--- config.mk ---
export PLATFORM = sky130hd
export DESIGN_NAME = seq_detector_param
export DESIGN_NICKNAME = d
export VERILOG_FILES = /design/src/rtl/seq_detector_param.sv
export SDC_FILE = /design/constraint.sdc
export NUM_CORES = 1
export LEC_CHECK = 0
export CORE_AREA = 2 2 39 41
export DETAILED_ROUTE_END_ITERATION = 8
export DIE_AREA = 0 0 41 43
export HOLD_SLACK_MARGIN = 0.05
export PLACE_DENSITY_LB_ADDON = 0.25
export SYNTH_ARGS = -nofsm -noshare
export SYNTH_HDL_FRONTEND = slang
export SYNTH_SLANG_ARGS = --single-unit
--- constraint.sdc ---
create_clock -name CLK -period 3.4 [get_ports CLK]
set_clock_uncertainty 0.1 [all_clocks]
set_input_delay 0.51 -clock CLK [delete_from_list [all_inputs] [get_ports CLK]]
set_output_delay 0.51 -clock CLK [all_outputs]
set_load 0.02 [all_outputs]
--- src/rtl/seq_detector_param.sv ---
// Parametrised serial token pattern detector with overlap control and illegal-token flagging.
// Optional saturating match counter is built only when SEQ_DET_MATCH_CNT_EN is defined.
module seq_detector_param #(
  parameter int unsigned  PAT_LEN = 4,
  parameter logic [15:0]  PATTERN = 16'b1011,
  parameter int unsigned  OVERLAP = 1,
  parameter int unsigned  CNT_W   = 8
) (
  input  logic             CLK,
  input  logic             RESET,
  input  logic             ONE,
  input  logic             ZERO,
  output logic             OUT,
  output logic             ERR,
  output logic [CNT_W-1:0] MATCH_CNT
);

  localparam int unsigned FW = $clog2(PAT_LEN + 1);
  localparam logic [FW-1:0] FULL = FW'(PAT_LEN);
  localparam logic [PAT_LEN-1:0] PAT = PATTERN[PAT_LEN-1:0];

  typedef enum logic {HUNT, ARMED} state_t;

  state_t             state;
  logic [PAT_LEN-1:0] hist;
  logic [FW-1:0]      fill;

  logic               tok_one;
  logic               valid;
  logic               illegal;
  logic [PAT_LEN:0]   shifted;
  logic [PAT_LEN-1:0] hist_nxt;
  logic [FW-1:0]      fill_nxt;
  logic               match;

  // Shift through a one-bit-wider vector so PAT_LEN=1 needs no special case.
  always_comb begin
    tok_one  = ONE & ~ZERO;
    valid    = ONE ^ ZERO;
    illegal  = ONE & ZERO;
    shifted  = {hist, tok_one};
    hist_nxt = shifted[PAT_LEN-1:0];
    fill_nxt = (state == ARMED) ? FULL : fill + FW'(1);
    match    = valid && (fill_nxt == FULL) && (hist_nxt == PAT);
  end

  always_ff @(posedge CLK) begin
    if (RESET) begin
      state <= HUNT;
      hist  <= '0;
      fill  <= '0;
      OUT   <= 1'b0;
      ERR   <= 1'b0;
    end else begin
      OUT <= 1'b0;
      ERR <= 1'b0;
      if (illegal) begin
        state <= HUNT;
        hist  <= '0;
        fill  <= '0;
        ERR   <= 1'b1;
      end else if (valid) begin
        hist <= hist_nxt;
        if (match) begin
          OUT <= 1'b1;
          if (OVERLAP != 0) begin
            fill  <= fill_nxt;
            state <= ARMED;
          end else begin
            fill  <= '0;
            state <= HUNT;
          end
        end else begin
          fill  <= fill_nxt;
          state <= (fill_nxt == FULL) ? ARMED : HUNT;
        end
      end
    end
  end

`ifdef SEQ_DET_MATCH_CNT_EN
  logic [CNT_W-1:0] cnt;

  // Advances on the same edge that registers OUT, so count and pulse line up.
  always_ff @(posedge CLK) begin
    if (RESET)
      cnt <= '0;
    else if (match && (cnt != '1))
      cnt <= cnt + CNT_W'(1);
  end

  assign MATCH_CNT = cnt;
`else
  assign MATCH_CNT = '0;
`endif

endmodule

Word level (Yosys, flattened, before mapping) --
Cells that the tools add are included.
Operators by class: multiplexer cells 5, reductions and logical operators 4, equality and inequality tests 2, $add $sub $neg 1, bitwise logic cells 5
Operator list (count):
- == test 4 bit, second input constant | 1
- two-way mux 1 bit | 4
- adder 3 x 1 -> 3 bit, second input constant | 1
- == test 3 bit, second input constant | 1
- two-way mux 3 bit | 1
- OR reduction 3 bit | 1
- AND 1 bit | 2
- logical AND 1 bit | 2
- NOT 1 bit | 2
- OR reduction 2 bit | 1
- XOR 1 bit | 1
Word-level totals: bits in registers 9

Depth between registers and ports, before layout --
Gate-level depths: netlist of run 1.
depth after elaboration 6, depth in mapped cells 6

Worst setup path after synthesis of run 1 --
OpenSTA, ideal clock, no wires.
path kind in2reg, from input port ZERO, to register fill[2], stages 5, arrival 1233 ps, setup slack 1952 ps, buffers on the path 1, cell sequence inv_1 ha_1 buf_6 and4bb_1 nor3_2
Between the ends: cells in the longest elaborated chain, start to end 2, elaborated cells between the ends (all ways) 3
RTL lines:
- start, declared | line 12 | input logic ZERO,
- AND 1 bit | line 40 | illegal = ONE & ZERO;
- OR reduction 2 bit (no source line)
- end signal, assigned | line 67 | fill <= fill_nxt;
- end signal, assigned | line 74 | fill <= fill_nxt;
- end, declared | line 26 | logic [FW-1:0] fill;
Parallel ways exist; a longest one is shown, timed or not. A chain may end at the register's enable or synchronous reset.

Worst setup path after layout of run 1 --
from input port ZERO, to register OUT
Between the ends: cells in the longest elaborated chain, start to end 5, elaborated cells between the ends (all ways) 10
RTL lines:
- NOT 1 bit | line 38 | tok_one = ONE & ~ZERO;
- AND 1 bit | line 38
- == test 4 bit | line 44 | match = valid && (fill_nxt == FULL) && (hist_nxt == PAT);
- logical AND 1 bit | line 44
- two-way mux 1 bit | line 64 | if (match) begin
- end signal, assigned | line 52 | OUT <= 1'b0;
- end signal, assigned | line 55 | OUT <= 1'b0;
- end signal, assigned | line 65 | OUT <= 1'b1;
- end, declared | line 13 | output logic OUT,
Parallel ways exist; a longest one is shown, timed or not.

==> results.tsv, run 1 <==
stage	metric	value	unit
outcome	status	finished clean	
clock_network	htreeDepth	1	
worst_setup_path	regToRegStartpoint	fill[0]	
synth	synth_compound_area_share	6.77	%
synth	yosys-top-cells-area	dfxtp_1 (38%), buf_4 (13%), ha_1 (7.8%)	
timing	drv_slew	0	
floorplanning	io_pins	14	
floorplanning	rows	14	
worst_setup_path	setup.worst_path.start	ZERO	
worst_setup_path	r2r_setup_slack	2.15	ns
synth	syn_inst	50	
clock_network	clock_path_buffers	2	
clock_network	hold_buffers	0	
floorplanning	die_h	43	um
global_route	grt_max_degree	11	
synth	yosysSeqAreaShare	37.5	%
worst_setup_path	r2r_end	OUT	
clock_network	postCtsResizedCells	0	
worst_setup_path	critical_path.startpoint_type	input port	
route	drtIter0Drc	0	
synth	syn-cell-area	480	um^2
clock_network	postCtsSetupBuffers	0	
floorplanning	die_x	41	um
route	firstDrtPassIters	1	
synth	yosys.area.top_type	dfxtp_1	
placement	dp_hpwl	460	um
worst_setup_path	worstRegToRegCells	4	
synth	ys_ff_latch	9	
global_route	grt_pass1_wl	1060	um
worst_setup_path	cp.required	3.44	ns
timing	finalHoldViolCount	0	
route	drt_wl_total	589	um
timing	setup_viol	0	
route	vias	315	
synth	synth_top_area_share	37.5	%
worst_setup_path	crit_fanout	10	
synth	async_reset_ff_share	0	%
timing	fin_crit_sh	55.2	%
hold_path	hold_path.class	flop to flop	
clock_network	cts_tree	built	
floorplanning	core-area	1380	um^2
synth	ys_top_cells_by_count	dfxtp_1 (9), buf_4 (8), nor2_1 (8), ha_1 (3), mux2i_1 (3)	
synth	yosys.cell_count.top_type	dfxtp_1	
synth	synth_fa_ha_area_share	7.81	%
route	drc	0	
synth	synth_top_family_by_area	simple AND/OR/NAND/NOR gates	
timing	maxClockFrequency	0.533	GHz
power	p_total	223	uW
final_layout	nFillCells	159	
worst_setup_path	critPathKind	input port to flop	
synth	avgSynthCellArea	9.61	um^2
synth	synth_edf_count	0	
timing	period_needed	1.88	ns
floorplanning	die_area	1760	um^2
synth	ys_types	20	
clock_network	clk_latency	0.25	ns
final_layout	antenna_cells	0	
synth	yosysWarnings	0	
synth	ys.flop_type	dfxtp_1	
global_route	track_usage	9.38	%
clock_network	cts_root_buf	clkbuf_4	
clock_network	clk_pin_slew_worst_paths	0.06	ns
timing	setup_tns	0	ns
global_route	antenna_found_initial	0	
final_layout	area_growth	8.33	%
route	wl_per_cell	8.18	um
synth	synth_simple_gate_area_share	20.3	%
synth	synth_xor_xnor_area_share	1.82	%
power	ir_worst_vdd	0.000176	V
clock_network	cts_buffers	3	
floorplanning	initial_core_util	34.7	%
placement	preCtsSetupSlack	1.25	ns
power	power_density	428	nW/um^2
final_layout	final_nets	64	
power	power.leakage	0.000234	uW
route	ant_nets	0	
placement	io_buffers	5	
clock_network	clock-sinks	9	
timing	layout_setup_ws	1.52	ns
synth	muxShareOfSynthArea	6.25	%
final_layout	drive_gt1_share	10.7	%
worst_setup_path	crit_path_end_kind	flop	
worst_setup_path	endpoint	OUT	
route	via_per_inst	4.38	
timing	rsz0062_at_grt	no	
worst_setup_path	cp.arrival	1.91	ns
placement	finalWeightedCongestion	0.685	
global_route	grt_overflow_total	0	
flow_run	maxCapViolCount	0	
global_route	first_global_vias	265	
## routing by layer
metal | up-vias | global-route usage [%] | share of wire, %
li1 | 164 | - | -
met1 | 143 | 11.8 | 43
met2 | 6 | 12.2 | 51
met3 | 2 | 1.57 | 3.6
met4 | 0 | 10.0 | 1.9
met5 | - | 0 | 0
## metrics by stage
stage / util (%) / cells / instance area, um^2 / hold slack [ns]
after floorplan: - / 57 / 507 / 0.364
after global placement: 35.7 / 68 / 494 / 0.392
after detailed placement: 35.7 / 68 / 494 / 0.384
after CTS: 37.6 / 72 / 520 / 0.393
after global routing: 37.6 / 72 / 520 / 0.428
final: 37.6 / 72 / 520 / 0.392
## logic make-up (layout without fill, tap and decap cells)
logic type	count (synthesis)	after routing
flops	9	9
fa+ha+maj	3	3
xor+xnor	1	1
simple gates	16	16
compound gates	5	5
mux	3	3
buf+inv	12	11
other cells	1	8
## cell type report
| type | count | area (um^2) | area share (%) |
|---|---|---|---|
| inverter | 2 | 7.51 | 1.44 |
| timing repair buffer | 5 | 50.0 | 9.62 |
| sequential | 9 | 180 | 34.6 |
| tap | 16 | 20.0 | 3.85 |
| clock buffer | 4 | 26.3 | 5.05 |
| multi-input combinational | 36 | 236 | 45.4 |
## worst min path at each step
stage | startpoint | endpoint | cells past startpoint
after CTS | hist[2] | OUT | 2
after global routing | hist[2] | OUT | 2
after floorplan | hist[2] | hist[2] | 2
final | hist[2] | OUT | 2
after detailed placement | hist[2] | OUT | 2
after global placement | hist[2] | OUT | 2
## power by group
part	total (uW)	switching, uW	internal (uW)
Clock	79.6	34.5	45.1
Combinational	32.6	20.4	12.2
Sequential	111	2.29	108
Total	223	57.2	166
## worst max-delay path: stages
cell             delay (ns)
clkdlybuf4s50_1        0.47
inv_1                  0.05
ha_1                   0.47
nor2_1                 0.11
a32oi_1                0.25
nor3_2                 0.05
## registers in the layout (all words and copies together) (netlist names)
register / cells
fill: 3
hist: 3
ERR: 1
OUT: 1
state: 1
## cell usage in the layout (no fill, tap or decap), drive strengths merged
cell type,instances
clkbuf,4
a21oi,2
nand4b,1
a32oi,1
and2b,1
or2,2
and4bb,1
nor2,8
conb,8
xor2,1
inv,2
ha,3
clkdlybuf4s50,5
dfxtp,9
a31oi,1
a22oi,1
nor3,3
mux2i,3
(Power assumes the default switching activity.)
==> inputs of run 2 (changes only) <==
==> constraint.sdc (replaced) <==
create_clock -name CLK -period 1.51 [get_ports CLK]
set_clock_uncertainty 0.1 [all_clocks]
set_input_delay 0.2265 -clock CLK [delete_from_list [all_inputs] [get_ports CLK]]
set_output_delay 0.2265 -clock CLK [all_outputs]
set_load 0.02 [all_outputs]
==> run 2 against run 1 <==
Compared with the run above:
- non-clock buffer count rose by 2
- cell count rose by 2.8%
- sequential share of layout area fell by 2.0 points
- sequential cell count did not move
- count of clock-buffer cells in the layout did not move
- worst hold slack improved by 0.0039 ns
- critical path depth fell by 5
- cell area rose by 6.2%
- utilization rose by 2.4 points
- combinational power rose to 2.6 times the previous value
- clock power rose by 130%
==> results.tsv, run 2 (synthesized netlist as in run 1, its figures left out) <==
stage	metric	value	unit	change
outcome	status	finished clean		
worst_setup_path	cp.arrival	1.16	ns	-0.75 ns
final_layout	area_growth	15.1	%	
timing	drv_slew	0		unchanged
placement	dpl_cell_area	509	um^2	+3.0%
floorplanning	initial_core_util	34.7	%	unchanged
global_route	first_global_vias	310		+17%
worst_setup_path	critPathKind	flop to primary output		
floorplanning	die_area	1760	um^2	unchanged
timing	fin_hold_ws	0.396	ns	+0.00388 ns
route	firstDrtPassIters	2		+1
route	drc	0		unchanged
final_layout	largest_registers	fill: 3 flops, hist: 3 flops		
power	ir_worst_vdd	0.000412	V	+130%
floorplanning	rows	14		unchanged
power	power_density	938	nW/um^2	+120%
worst_setup_path	cpLargestDelayFamily	buffers and inverters		
final_layout	final_cell_mix	dfxtp_1 (9), nor2_1 (8), conb_1 (8)		
clock_network	postCtsResizedCells	0		unchanged
global_route	track_usage	9.61	%	+0.22 points
route	drt_wl_total	651	um	+11%
placement	dp_hpwl	475	um	+3.4%
worst_setup_path	slowest_delay	0.59	ns	+0.12 ns
floorplanning	io_pins	14		unchanged
hold_path	hold_path.class	flop to flop		
final_layout	fin_area	553	um^2	+6.2%
worst_setup_path	r2r_setup_slack	0.26	ns	-1.89 ns
clock_network	clk_latency	0.26	ns	about the same
flow_run	maxCapViolCount	0		unchanged
worst_setup_path	crit_path_end_kind	primary output		
timing	setup_viol	0		unchanged
route	wl_per_cell	8.80	um	+7.5%
timing	finalHoldViolCount	0		unchanged
global_route	grt_pass1_wl	1120	um	+5.9%
worst_setup_path	critical_path.startpoint_type	flop		
clock_network	clk_pin_slew_worst_paths	0.06	ns	about the same
route	drtIter0Drc	4		+4
final_layout	nFillCells	144		-9.4%
clock_network	postCtsSetupBuffers	0		unchanged
clock_network	cts_tree	built		
power	power.leakage	0.000261	uW	+12%
global_route	grt_overflow_total	0		unchanged
worst_setup_path	worst_path_max_delay_cell	clkdlybuf4s50_1		
clock_network	cts_buffers	3		unchanged
final_layout	antenna_cells	0		unchanged
timing	rsz0062_at_grt	no		
hold_path	min_delay_path_depth	2		unchanged
clock_network	cts_root_buf	clkbuf_4		
worst_setup_path	worstRegToRegCells	4		unchanged
timing	maxClockFrequency	0.674	GHz	
route	via_per_inst	4.31		-1.5%
worst_setup_path	regToRegStartpoint	fill[0]		
final_layout	final_nets	66		+3.1%
placement	finalWeightedCongestion	0.686		+0.12%
placement	io_buffers	5		unchanged
floorplanning	die_h	43	um	unchanged
clock_network	clock_path_buffers	2		unchanged
final_layout	final_common_cell	dfxtp_1		
worst_setup_path	critical_path_buf_inv_count	1		-1
timing	fin_crit_sh	98.2	%	
hold_path	hp-start	hist[2]		
worst_setup_path	cp.required	1.18	ns	-2.26 ns
worst_setup_path	r2r_end	OUT		
worst_setup_path	crit_fanout	1		-9
global_route	grt_max_degree	9		-2
final_layout	drive_gt1_share	17.2	%	+6.5 points
hold_path	hold_end	OUT		
clock_network	htreeDepth	1		unchanged
clock_network	hold_buffers	0		unchanged
clock_network	clock-sinks	9		unchanged
final_layout	regArea	180	um^2	unchanged
route	vias	319		+1.3%
worst_setup_path	worstPathCellList	clkdlybuf4s50_1		
timing	period_needed	1.48	ns	
floorplanning	core-area	1380	um^2	unchanged
global_route	antenna_found_initial	0		unchanged
final_layout	multi_input_area	251	um^2	+6.3%
route	ant_nets	0		unchanged
floorplanning	die_x	41	um	unchanged
[run 2: area by class of cell]
class                      instances  share of cell area [%]
clock buffer                       4                    4.75
inverter                           2                    1.36
multi-input combinational         36                    45.5
sequential                         9                    32.6
tap                               16                    3.62
timing repair buffer               7                    12.2
[run 2: per-layer routing]
layer	global-route usage (%)	vias up	wire [um]
li1	-	168	-
met1	11.2	145	296
met2	13.4	6	337
met3	1.57	0	16
met4	10.0	0	0
met5	0	-	0
[run 2: where the power goes]
part / internal [uW] / total (uW) / switching [uW]
Clock: 102 / 184 / 81.8
Sequential: 244 / 249 / 5.02
Combinational: 37.1 / 86.3 / 49.1
Total: 383 / 519 / 136
[run 2: how the worst max path moves through the flow]
stage / cells after the start / slack [ns] / to / startpoint
floorplan: 5 / 0.35 / fill[2] / ZERO
global placement: 6 / -0.26 / hist[2] / ZERO
detailed placement: 6 / -0.26 / hist[1] / ZERO
CTS: 1 / 0.01 / OUT / OUT
global route: 1 / 0.001 / OUT / OUT
finish: 1 / 0.03 / OUT / OUT
[run 2: metrics by stage]
stage          setup TNS [ns]  std cells  setup WS (ns)  power, uW  utilization, %
2_1_floorplan               0         57          0.345        335               -
3_3_place_gp            -1.72         70         -0.261        334            36.8
3_5_place_dp            -1.64         70         -0.259        333            36.8
4_1_cts                     0         74        0.00982        521            38.7
5_1_grt                     0         74        0.00124        550            40.0
6_report                    0         74         0.0270        519            40.0
